--- src/rtl/mem_bus_arbiter_pkg.sv ---
// Shared types for mem_bus_arbiter: size codes, FSM and grant enums, and the
// registered memory-request record with helpers that build it from each bus.
package mem_bus_arbiter_pkg;

    localparam int MEM_ADDR_W = 64;
    localparam int MEM_DATA_W = 64;
    localparam int MEM_STRB_W = MEM_DATA_W / 8;

    typedef enum logic [2:0] {
        MSIZE1 = 3'b000,
        MSIZE2 = 3'b001,
        MSIZE4 = 3'b010,
        MSIZE8 = 3'b011
    } msize_t;

    typedef enum logic [1:0] {
        ST_IDLE    = 2'd0,
        ST_GRANT_I = 2'd1,
        ST_GRANT_D = 2'd2
    } arb_state_t;

    typedef enum logic {
        IBUS = 1'b0,
        DBUS = 1'b1
    } grant_t;

    typedef struct packed {
        logic                  is_write;
        logic [2:0]            size;
        logic [MEM_ADDR_W-1:0] addr;
        logic [MEM_STRB_W-1:0] strobe;
        logic [MEM_DATA_W-1:0] data;
    } mem_req_t;

    // Instruction fetches are always 4-byte reads.
    function automatic mem_req_t ibus_fetch_req(input logic [MEM_ADDR_W-1:0] addr);
        mem_req_t r;
        r.is_write = 1'b0;
        r.size     = MSIZE4;
        r.addr     = addr;
        r.strobe   = '0;
        r.data     = '0;
        return r;
    endfunction

    function automatic mem_req_t dbus_req(
        input logic [MEM_ADDR_W-1:0] addr,
        input logic [2:0]            size,
        input logic [MEM_STRB_W-1:0] strobe,
        input logic [MEM_DATA_W-1:0] data
    );
        mem_req_t r;
        r.is_write = |strobe;
        r.size     = size;
        r.addr     = addr;
        r.strobe   = strobe;
        r.data     = data;
        return r;
    endfunction

endpackage

--- src/rtl/mem_bus_arbiter_arb_priority.sv ---
// Combinational requester pick for mem_bus_arbiter: dbus-first by default,
// alternating on ties when ARB_ROUND_ROBIN_EN is defined.
module arb_priority
    import mem_bus_arbiter_pkg::*;
(
    input  logic   ireq_valid,
    input  logic   dreq_valid,
    input  grant_t last_grant,
    output grant_t grant
);

`ifdef ARB_ROUND_ROBIN_EN
    always_comb begin
        grant = IBUS;
        if (ireq_valid && dreq_valid) begin
            grant = (last_grant == IBUS) ? DBUS : IBUS;
        end else if (dreq_valid) begin
            grant = DBUS;
        end else begin
            grant = IBUS;
        end
    end
`else
    logic unused_last_grant;
    assign unused_last_grant = last_grant;

    // The data access belongs to an older instruction, so it goes first.
    always_comb begin
        grant = IBUS;
        if (dreq_valid) begin
            grant = DBUS;
        end else if (ireq_valid) begin
            grant = IBUS;
        end
    end
`endif

endmodule

--- src/rtl/mem_bus_arbiter.sv ---
// Shares one memory port between ibus and dbus, one transaction at a time.
// Optional feature macro: ARB_ROUND_ROBIN_EN (alternating tie-break).
module mem_bus_arbiter
    import mem_bus_arbiter_pkg::*;
#(
    parameter int ADDR_W = 64,
    parameter int DATA_W = 64
) (
    input  logic                clk,
    input  logic                reset,

    input  logic                ireq_valid,
    input  logic [ADDR_W-1:0]   ireq_addr,
    output logic                iresp_addr_ok,
    output logic                iresp_data_ok,
    output logic [31:0]         iresp_data,

    input  logic                dreq_valid,
    input  logic [ADDR_W-1:0]   dreq_addr,
    input  logic [2:0]          dreq_size,
    input  logic [DATA_W/8-1:0] dreq_strobe,
    input  logic [DATA_W-1:0]   dreq_data,
    output logic                dresp_addr_ok,
    output logic                dresp_data_ok,
    output logic [DATA_W-1:0]   dresp_data,

    output logic                mreq_valid,
    output logic                mreq_is_write,
    output logic [2:0]          mreq_size,
    output logic [ADDR_W-1:0]   mreq_addr,
    output logic [DATA_W/8-1:0] mreq_strobe,
    output logic [DATA_W-1:0]   mreq_data,
    input  logic                mresp_addr_ok,
    input  logic                mresp_data_ok,
    input  logic [DATA_W-1:0]   mresp_data
);

    arb_state_t state_q, state_d;
    logic       valid_q, valid_d;
    mem_req_t   req_q, req_d;
    grant_t     grant;
    grant_t     last_grant;

`ifdef ARB_ROUND_ROBIN_EN
    grant_t     last_grant_q, last_grant_d;
    assign last_grant = last_grant_q;
`else
    assign last_grant = IBUS;
`endif

    arb_priority u_arb_priority (
        .ireq_valid (ireq_valid),
        .dreq_valid (dreq_valid),
        .last_grant (last_grant),
        .grant      (grant)
    );

    always_comb begin
        state_d = state_q;
        valid_d = valid_q;
        req_d   = req_q;
`ifdef ARB_ROUND_ROBIN_EN
        last_grant_d = last_grant_q;
`endif
        case (state_q)
            ST_IDLE: begin
                if (ireq_valid || dreq_valid) begin
                    valid_d = 1'b1;
                    if (grant == DBUS) begin
                        req_d   = dbus_req(MEM_ADDR_W'(dreq_addr), dreq_size,
                                           MEM_STRB_W'(dreq_strobe), MEM_DATA_W'(dreq_data));
                        state_d = ST_GRANT_D;
                    end else begin
                        req_d   = ibus_fetch_req(MEM_ADDR_W'(ireq_addr));
                        state_d = ST_GRANT_I;
                    end
`ifdef ARB_ROUND_ROBIN_EN
                    last_grant_d = grant;
`endif
                end
            end
            // Request fields stay frozen until the memory returns data.
            ST_GRANT_I, ST_GRANT_D: begin
                if (mresp_data_ok) begin
                    state_d = ST_IDLE;
                    valid_d = 1'b0;
                end
            end
            default: begin
                state_d = ST_IDLE;
                valid_d = 1'b0;
            end
        endcase
    end

    always_ff @(posedge clk or negedge reset) begin
        if (!reset) begin
            state_q <= ST_IDLE;
            valid_q <= 1'b0;
            req_q   <= '0;
`ifdef ARB_ROUND_ROBIN_EN
            last_grant_q <= IBUS;
`endif
        end else begin
            state_q <= state_d;
            valid_q <= valid_d;
            req_q   <= req_d;
`ifdef ARB_ROUND_ROBIN_EN
            last_grant_q <= last_grant_d;
`endif
        end
    end

    logic granted_i;
    logic granted_d;
    assign granted_i = (state_q == ST_GRANT_I);
    assign granted_d = (state_q == ST_GRANT_D);

    assign mreq_valid    = valid_q;
    assign mreq_is_write = req_q.is_write;
    assign mreq_size     = req_q.size;
    assign mreq_addr     = ADDR_W'(req_q.addr);
    assign mreq_strobe   = (DATA_W/8)'(req_q.strobe);
    assign mreq_data     = DATA_W'(req_q.data);

    // Only the granted side sees handshakes; responses in IDLE are dropped.
    assign iresp_addr_ok = granted_i && mresp_addr_ok;
    assign iresp_data_ok = granted_i && mresp_data_ok;
    assign dresp_addr_ok = granted_d && mresp_addr_ok;
    assign dresp_data_ok = granted_d && mresp_data_ok;

    assign iresp_data = !granted_i   ? 32'h0 :
                        req_q.addr[2] ? mresp_data[63:32] : mresp_data[31:0];
    assign dresp_data = granted_d ? mresp_data : '0;

endmodule

--- config.mk ---
export PLATFORM = sky130hd
export DESIGN_NAME = mem_bus_arbiter
export DESIGN_NICKNAME = d
export VERILOG_FILES = /design/src/rtl/mem_bus_arbiter_pkg.sv /design/src/rtl/mem_bus_arbiter_arb_priority.sv /design/src/rtl/mem_bus_arbiter.sv
export SDC_FILE = /design/constraint.sdc
export NUM_CORES = 1
export LEC_CHECK = 0
export CAP_MARGIN = 15
export CORE_AREA = 2 2 197 199
export DETAILED_ROUTE_END_ITERATION = 6
export DIE_AREA = 0 0 199 201
export GPL_TIMING_DRIVEN = 0
export HOLD_SLACK_MARGIN = 0.03
export PLACE_DENSITY = 0.58
export SLEW_MARGIN = 10
export SYNTH_ARGS = -nofsm -noshare
export SYNTH_HDL_FRONTEND = slang
export SYNTH_SLANG_ARGS = --single-unit
--- constraint.sdc ---
create_clock -name clk -period 2.4 [get_ports clk]
set_input_delay 0.6 -clock clk [delete_from_list [all_inputs] [get_ports clk]]
set_output_delay 0.6 -clock clk [all_outputs]
set_load 0.01 [all_outputs]
After elaboration in Yosys (flattened, before gate mapping):

Index checks and enable logic that the tools add are counted.

* flip-flop bits (word level): 143
* input bits: 273
* output and inout bits: 241
* logic and storage cells: 33

* eq/ne operators: 4
* muxes and demuxes: 12
* reductions and logical operators: 10

Operators by type and width (count)
* $mux W140: 1
* $mux W32: 2
* $mux W64: 1
* $reduce_or A8 Y1: 1
* $mux W2: 3
* $logic_and A1 B1 Y1: 4
* $ne A2 B2 Y1 const B: 2
* $pmux W2 S2: 1
* $reduce_and A2 Y1: 2
* $mux W1: 3
* $eq A2 B1 Y1 const B: 1
* $eq A2 B2 Y1 const B: 1
* $logic_not A2 Y1: 1
* $pmux W1 S2: 1
* $reduce_or A2 Y1: 1
* $logic_or A1 B1 Y1: 1

Longest topological paths before layout:

Gate-level depths: netlist of run 1.

* word-level depth: 4
* depth in mapped cells: 8
* gate-level depth less buffers: 5

Cells and area by module:

A second synthesis of run 1 with hierarchy kept.

* cell total of the unflattened synthesis: 774
* area total of the unflattened synthesis: 7141.8 um2

Modules (own cells, without submodules)
* mem_bus_arbiter: instances 1, cells each 773, area each 7134.3 um2, seq. area each 3578.4 um2
* arb_priority: instances 1, cells each 1, area each 7.5 um2, seq. area each 0.0 um2

Worst setup path before layout of run 1:

Ideal clock, no wire load.

* kind: register to output
* start: register state_q[0]
* end: output dresp_data[23]
* data arrival time: 1226 ps
* data required time: 1800 ps
* path slack: 574 ps
* stages on the path, launching flop included: 6
* path buffers: 2
* cells stage by stage: dfrtp_1 inv_1 ha_1 clkbuf_1 clkbuf_1 and2_1

* word-level cells in the longest chain between the ends: 2

RTL lines
* start, declared: RTL line mem_bus_arbiter.sv:38 `arb_state_t state_q, state_d;`
* start signal, assigned: RTL line mem_bus_arbiter.sv:105 `state_q <= state_d;`
* $eq A2 B2 Y1: RTL line mem_bus_arbiter.sv:117 `assign granted_d = (state_q == ST_GRANT_D);`
* $mux W64: RTL line mem_bus_arbiter.sv:134 `assign dresp_data = granted_d ? mresp_data : '0;`
* end, declared: RTL line mem_bus_arbiter.sv:25 `output logic [DATA_W-1:0] dresp_data,`

Every way passes these cells.

Worst setup path in the final report of run 1:

* start: register state_q[0]
* end: output dresp_data[11]

Same word-level chain as after synthesis.

==> flow_summary.json, run 1 <==
{
  "fin_util_pct": 34.9,
  "grt_setup_unrepaired": "yes",
  "syn_area_per_cell_um2": 11.1,
  "multi_input_area_um2": 3010,
  "cts_hold_buf": 0,
  "clock.fmax_mhz": 400,
  "synth_top_cell_by_area": "dfrtp_1",
  "syn-num-nets": 894,
  "cp-end-kind": "output pin",
  "ys_ff_latch": 143,
  "gp_congestion": 0.826,
  "worstPathRequired_ps": 1800,
  "cts_tree": "built",
  "drc": 0,
  "drtPass1Iterations": 4,
  "antenna_found_initial": 8,
  "numPortBuffers": 512,
  "viasPerCell": 4.07,
  "crit_start": "state_q[0]$_DFFE_PN0P_",
  "violations": "negative setup slack",
  "hold_violations": 0,
  "wl_per_cell_um": 19.8,
  "routed_wl_um": 33700,
  "setup_viol": 2,
  "critPathArrivalTime_ps": 1900,
  "synth-main-ff-cell": "dfrtp_1",
  "power.density_nw_per_um2": 1140,
  "clockBufferDepth": 2,
  "grt_pass1_vias": 7434,
  "fin_skew_ps": 12.4,
  "layout_setup_ws_ps": -103,
  "worstMarginPinSlew_ps": 685,
  "hp-class": "in2async",
  "synthCells": 618,
  "timing.final.crit_share_pct": 104,
  "die_h_um": 201,
  "synth_edf_count": 0,
  "grt_use_total_pct": 16.2,
  "dpl.hpwl_um": 26900,
  "clk_pin_slew_worst_paths_ps": 70,
  "fillers": 3958,
  "synth_top_area_share_pct": 52.4,
  "syn_to_final_growth_pct": 94.4,
  "grt_overflow": 0,
  "seq_area_frac_synth_pct": 52.4,
  "initial_utilization_pct": 17.9,
  "io_pins": 514,
  "mostFrequentLayoutCells": "413 x clkdlybuf4s50_1, 143 x dfrtp_1, 95 x mux2i_1, 74 x a22o_1, 68 x and2_1",
  "layout.nets": 1435,
  "yosysUniqueCellTypes": 20,
  "synthTopCellsByArea": "dfrtp_1 52%, mux2i_1 14%, a22o_1 9.5%, and2_1 6.3%, o21ai_1 4.6%",
  "r2r_start": "state_q[1]$_DFFE_PN0P_",
  "leakagePower_nw": 6.11,
  "htreeDepth": 4,
  "hold_ws_ps": 77.5,
  "dieWidth_um": 199,
  "synth_async_sr_flop_share_pct": 100,
  "grt_max_degree": 90,
  "start_kind": "register",
  "die-area_um2": 40000,
  "peakVddDrop_v": 0.000529,
  "drv_slew": 0,
  "worstSkewPairLatency_ps": 440,
  "cts_sinks": 143,
  "vias": 6902,
  "max-slew-margin-rel_pct": 54.3,
  "regArea_um2": 3580,
  "fin_crit_ps": 2500,
  "fp-row-count": 72,
  "critPathKind": "reg2out",
  "syn_area_um2": 6840,
  "drive_gt1_share_pct": 14.8,
  "ant_nets": 0,
  "status": "complete, but fails checks",
  "core-area_um2": 38100,
  "drt_iter0_markers": 208,
  "cts_root_buf": "clkbuf_16",
  "cp_max_fo": 10,
  "layout_commonest_cell": "clkdlybuf4s50_1",
  "maxCapViolCount": 0,
  "cts-buffers-inserted": 17,
  "yosysWarnings": 0,
  "grt_pass1_wl_um": 47000
}
-- repair_timing --
| action | 4_1_cts | 5_1_grt |
|---|---|---|
| resized for setup | 224 | 130 |
| pin swaps | 1 | 2 |
| cloned | 0 | 1 |
| buffers inserted | 3 | 5 |
| setup endpoints to repair | 100 | 78 |
-- per-layer routing --
metal  routed length (µm)  GRT usage [%]  up-vias  share of wire, %
met4                  873           7.22        2               2.6
met5                   11              0        -             0.033
li1                     -              -     3241                 -
met2                17500           29.4      342                52
met1                12600           16.9     3280                37
met3                 2690           5.48       37               8.0
-- registers in the layout, summed over array words and instances, names as in the netlist --
register,count
mreq_addr,64
mreq_data,64
mreq_size,3
mreq_is_write,1
state_q,2
mreq_valid,1
mreq_strobe,8
-- cells by family (layout without fill, tap and decap cells) --
group / Yosys count / in the layout / synth area share (%)
AOI/OAI and AO/OA: 146 / 146 / 15.1
buffers and inverters: 56 / 610 / 4.56
other: 0 / 7 / 0
muxes: 96 / 96 / 14.1
and+or+nand+nor: 174 / 174 / 13.4
adders and majority gates: 3 / 3 / 0.549
DFF: 143 / 143 / 52.4
-- critical path, cell delays in order, from the launching register on --
cell and delay, ps:
dfrtp_1 390, inv_2 90, ha_4 140, buf_4 170, and2_1 140, clkdlybuf4s50_1 540
-- synth_stat cells (4+ instances only) --
| cell | n |
|---|---|
| a22o_1 | 74 |
| buf_2 | 27 |
| dfrtp_1 | 143 |
| mux2i_1 | 96 |
| o21ai_1 | 63 |
| nand2_1 | 65 |
| and2_1 | 69 |
| nor2b_1 | 34 |
| buf_6 | 9 |
| nor2_1 | 4 |
| clkbuf_1 | 16 |
| inv_1 | 4 |
-- worst paths after layout --
kind	end	slack (ps)	cells past startpoint
worst max-delay path	dresp_data[11]	-100	5
worst min-delay path	mreq_data[32]$_DFFE_PN0P_	80	1
worst max register to register	mreq_data[52]$_DFFE_PN0P_	170	8
worst min register to register	mreq_addr[45]$_DFFE_PN0P_	480	2
max in group asynchronous	mreq_addr[54]$_DFFE_PN0P_	1480	2
min in group clk	mreq_addr[45]$_DFFE_PN0P_	480	2
-- where the power goes --
group	internal, W	switching, W
sequential	0.00351	0.000642
clock	0.00199	0.00111
combinational	0.00422	0.00362
-- per-stage QoR --
step	setup TNS, ps	area (µm²)	power [W]	worst slack [ps]	std cells
after floorplan	0	6840	0.00736	574	618
after global placement	-805580	12600	0.0119	-5530	1648
after detailed placement	-19350	12600	0.0120	-431	1649
after CTS	-4530	13400	0.0152	-251	1684
after global routing	-856	13300	0.0160	-194	1697
final	-189	13300	0.0151	-103	1697
-- area by class of cell --
class                           count  area share [%]
Timing Repair Buffer              522            37.0
Sequential cell                   143            26.9
Multi-Input combinational cell    419            22.7
Tap cell                          518            4.88
Clock buffer                       24            3.78
Buffer                             52            3.14
Clock inverter                      8            1.32
Inverter                            4           0.132
Antenna cell                        7           0.132
(Power assumes the default switching activity.)
==> run 2, diff against run 1 <==
--- a/config.mk
+++ b/config.mk
@@ -7,6 +7,7 @@
 export LEC_CHECK = 0
 export CAP_MARGIN = 15
 export CORE_AREA = 2 2 197 199
+export CTS_CLUSTER_DIAMETER = 150
 export DETAILED_ROUTE_END_ITERATION = 6
 export DIE_AREA = 0 0 199 201
 export GPL_TIMING_DRIVEN = 0
==> results of run 2 <==
No change in the layout: final DEF, timing and power equal those of run 1.
==> run 3, diff against run 2 <==
--- a/config.mk
+++ b/config.mk
@@ -17,3 +17,4 @@
 export SYNTH_ARGS = -nofsm -noshare
 export SYNTH_HDL_FRONTEND = slang
 export SYNTH_SLANG_ARGS = --single-unit
+export TNS_END_PERCENT = 1
==> run 3 against run 2 <==
The run still ends with negative setup slack left. Register-to-register slack better by 240 ps. Sequential power hardly changed. Worst setup slack worse by 66 ps. Clock-buffer cell count stayed put. Routed wire length is 1.3% lower. Clock skew is 0.81 ps lower. Fmax is 2.6% lower. Final area is 0.74% higher. First-iteration DRC count is 3.4% lower. Sequential share of layout area is 0.20 points lower. Critical path type unchanged. Critical endpoint is now dresp_data[4]. Largest cell class unchanged.
==> flow_summary.json, run 3 (synthesis gave the netlist of run 1 again) <==
{
  "drive_gt1_share_pct": 12.0,
  "power.density_nw_per_um2": 1120,
  "grt_pass1_wl_um": 47000,
  "clk_pin_slew_worst_paths_ps": 70,
  "r2r_start": "state_q[1]$_DFFE_PN0P_",
  "ff2ff_path_depth": 6,
  "grt_max_degree": 90,
  "die_h_um": 201,
  "fillers": 3926,
  "cp-end-kind": "output pin",
  "htreeDepth": 4,
  "grt_pass1_vias": 7429,
  "routed_wl_um": 33200,
  "drc": 0,
  "gp_congestion": 0.826,
  "hold_violations": 0,
  "setup_viol": 21,
  "cp_max_fo": 10,
  "multi_input_area_um2": 2970,
  "post_dp_cell_area_um2": 12600,
  "path_cells": "inv_1 > ha_2 > buf_4 > and2_1 > clkdlybuf4s50_1",
  "initial_utilization_pct": 17.9,
  "cts_tree": "built",
  "numPortBuffers": 512,
  "fin_tns_setup_ps": -1540,
  "slowest_delay_ps": 550,
  "critPathArrivalTime_ps": 1970,
  "dp_cells": 1649,
  "dieWidth_um": 199,
  "timing.final.crit_share_pct": 107,
  "syn_to_final_growth_pct": 95.9,
  "start_kind": "register",
  "maxCapViolCount": 0,
  "clock.fmax_mhz": 389,
  "status": "complete, but fails checks",
  "violations": "negative setup slack",
  "cts_root_buf": "clkbuf_16",
  "io_pins": 514,
  "grt_setup_unrepaired": "yes",
  "stdcell_area_um2": 13400,
  "fin_cells": 1688,
  "regArea_um2": 3580,
  "leakagePower_nw": 5.88,
  "critPathKind": "reg2out",
  "layout.nets": 1427,
  "cts_sinks": 143,
  "drt_iter0_markers": 201,
  "core-area_um2": 38100,
  "worstPathRequired_ps": 1800,
  "drtPass1Iterations": 4,
  "vias": 6852,
  "cts-buffers-inserted": 17,
  "layout_commonest_cell": "clkdlybuf4s50_1",
  "antenna_found_initial": 7,
  "fp-row-count": 72,
  "grt_overflow": 0,
  "fin_crit_ps": 2570,
  "layout_setup_ws_ps": -168,
  "die-area_um2": 40000,
  "clockBufferDepth": 2,
  "viasPerCell": 4.06,
  "mostFrequentLayoutCells": "420 x clkdlybuf4s50_1, 143 x dfrtp_1, 96 x mux2i_1, 74 x a22o_1, 69 x and2_1",
  "reg2reg_to": "mreq_data[52]$_DFFE_PN0P_",
  "wl_per_cell_um": 19.7,
  "worstMarginPinSlew_ps": 663,
  "worstSkewPairLatency_ps": 440,
  "hp-class": "in2async",
  "grt_use_total_pct": 16.2,
  "max-slew-margin-rel_pct": 55.8,
  "peakVddDrop_v": 0.000528,
  "cp_slowest_cell": "clkdlybuf4s50_1",
  "drv_slew": 0,
  "report.power.total_w": 0.0150,
  "reg2reg_setup_slack_ps": 410,
  "dpl.hpwl_um": 26900,
  "ant_nets": 0,
  "fin_skew_ps": 11.6
}
## run 3: cell count changes in the layout (fill, tap and decap cells not counted), moves of 3 or more
cell,before,now
clkbuf_8,6,12
buf_8,9,3
buf_6,16,10
nor2b_1,27,32
clkdlybuf4s50_1,413,420
dlymetal6s2s_1,11,3
buf_2,60,24
nor2b_4,4,0
clkbuf_2,31,23
clkdlybuf4s15_2,0,31
buf_4,10,3
clkdlybuf4s15_1,0,16
dlygate4sd2_1,14,17
## run 3: per-layer routing
layer | GRT usage [%] | wire [µm] | vias to the layer above
li1 | - | - | 3223
met1 | 16.9 | 12400 | 3257
met2 | 29.5 | 17200 | 333
met3 | 5.48 | 2750 | 37
met4 | 6.96 | 873 | 2
met5 | 0 | 11 | -
## run 3: repair_timing
| item | in CTS | in global routing |
|---|---|---|
| pin swaps | 1 | 1 |
| hold endpoints to repair | 0 | 0 |
| setup endpoints to repair | 100 | 88 |
| gates resized for setup | 194 | 71 |
| setup buffers | 1 | 0 |
| hold buffers | 0 | 0 |
## run 3: power by group
part	switching (W)	internal (W)
sequential	0.000640	0.00351
clock	0.00110	0.00199
combinational	0.00355	0.00420
total	0.00529	0.00969
## run 3: cell type report
| class | instances | area share (%) |
|---|---|---|
| antenna | 6 | 0.112 |
| tap | 518 | 4.84 |
| buffer | 52 | 3.13 |
| timing repair buffer | 514 | 37.9 |
| sequential | 143 | 26.7 |
| inverter | 4 | 0.112 |
| clock inverter | 8 | 1.31 |
| multi-input combinational | 419 | 22.1 |
| clock buffer | 24 | 3.75 |
## run 3: critical path: cells and delay by family, from the launching register on
kind | cells | cell delay, ps
DFF | 1 | 380
buffers and inverters | 3 | 810
adders and majority gates | 1 | 200
and+or+nand+nor | 1 | 140
## run 3: worst max-delay path by stage
| stage | startpoint | end | slack (ps) | cells past startpoint |
|---|---|---|---|---|
| after floorplan | state_q[0]$_DFFE_PN0P_ | dresp_data[23] | 570 | 5 |
| after global placement | reset | mreq_addr[63]$_DFFE_PN0P_ | -5530 | 1 |
| after detailed placement | state_q[0]$_DFFE_PN0P_ | dresp_data[54] | -430 | 6 |
| after CTS | state_q[0]$_DFFE_PN0P_ | dresp_data[8] | -250 | 5 |
| after global routing | state_q[0]$_DFFE_PN0P_ | dresp_data[11] | -270 | 5 |
| final | state_q[0]$_DFFE_PN0P_ | dresp_data[4] | -170 | 5 |
## run 3: per-stage QoR
stage               hold WS [ps]  worst slack, ps  util (%)
finish                      77.0             -168      35.1
floorplan                    304              574         -
global route                83.9             -267      35.1
CTS                         72.0             -251      35.2
detailed placement           474             -431      33.2
global placement             463            -5530      33.1
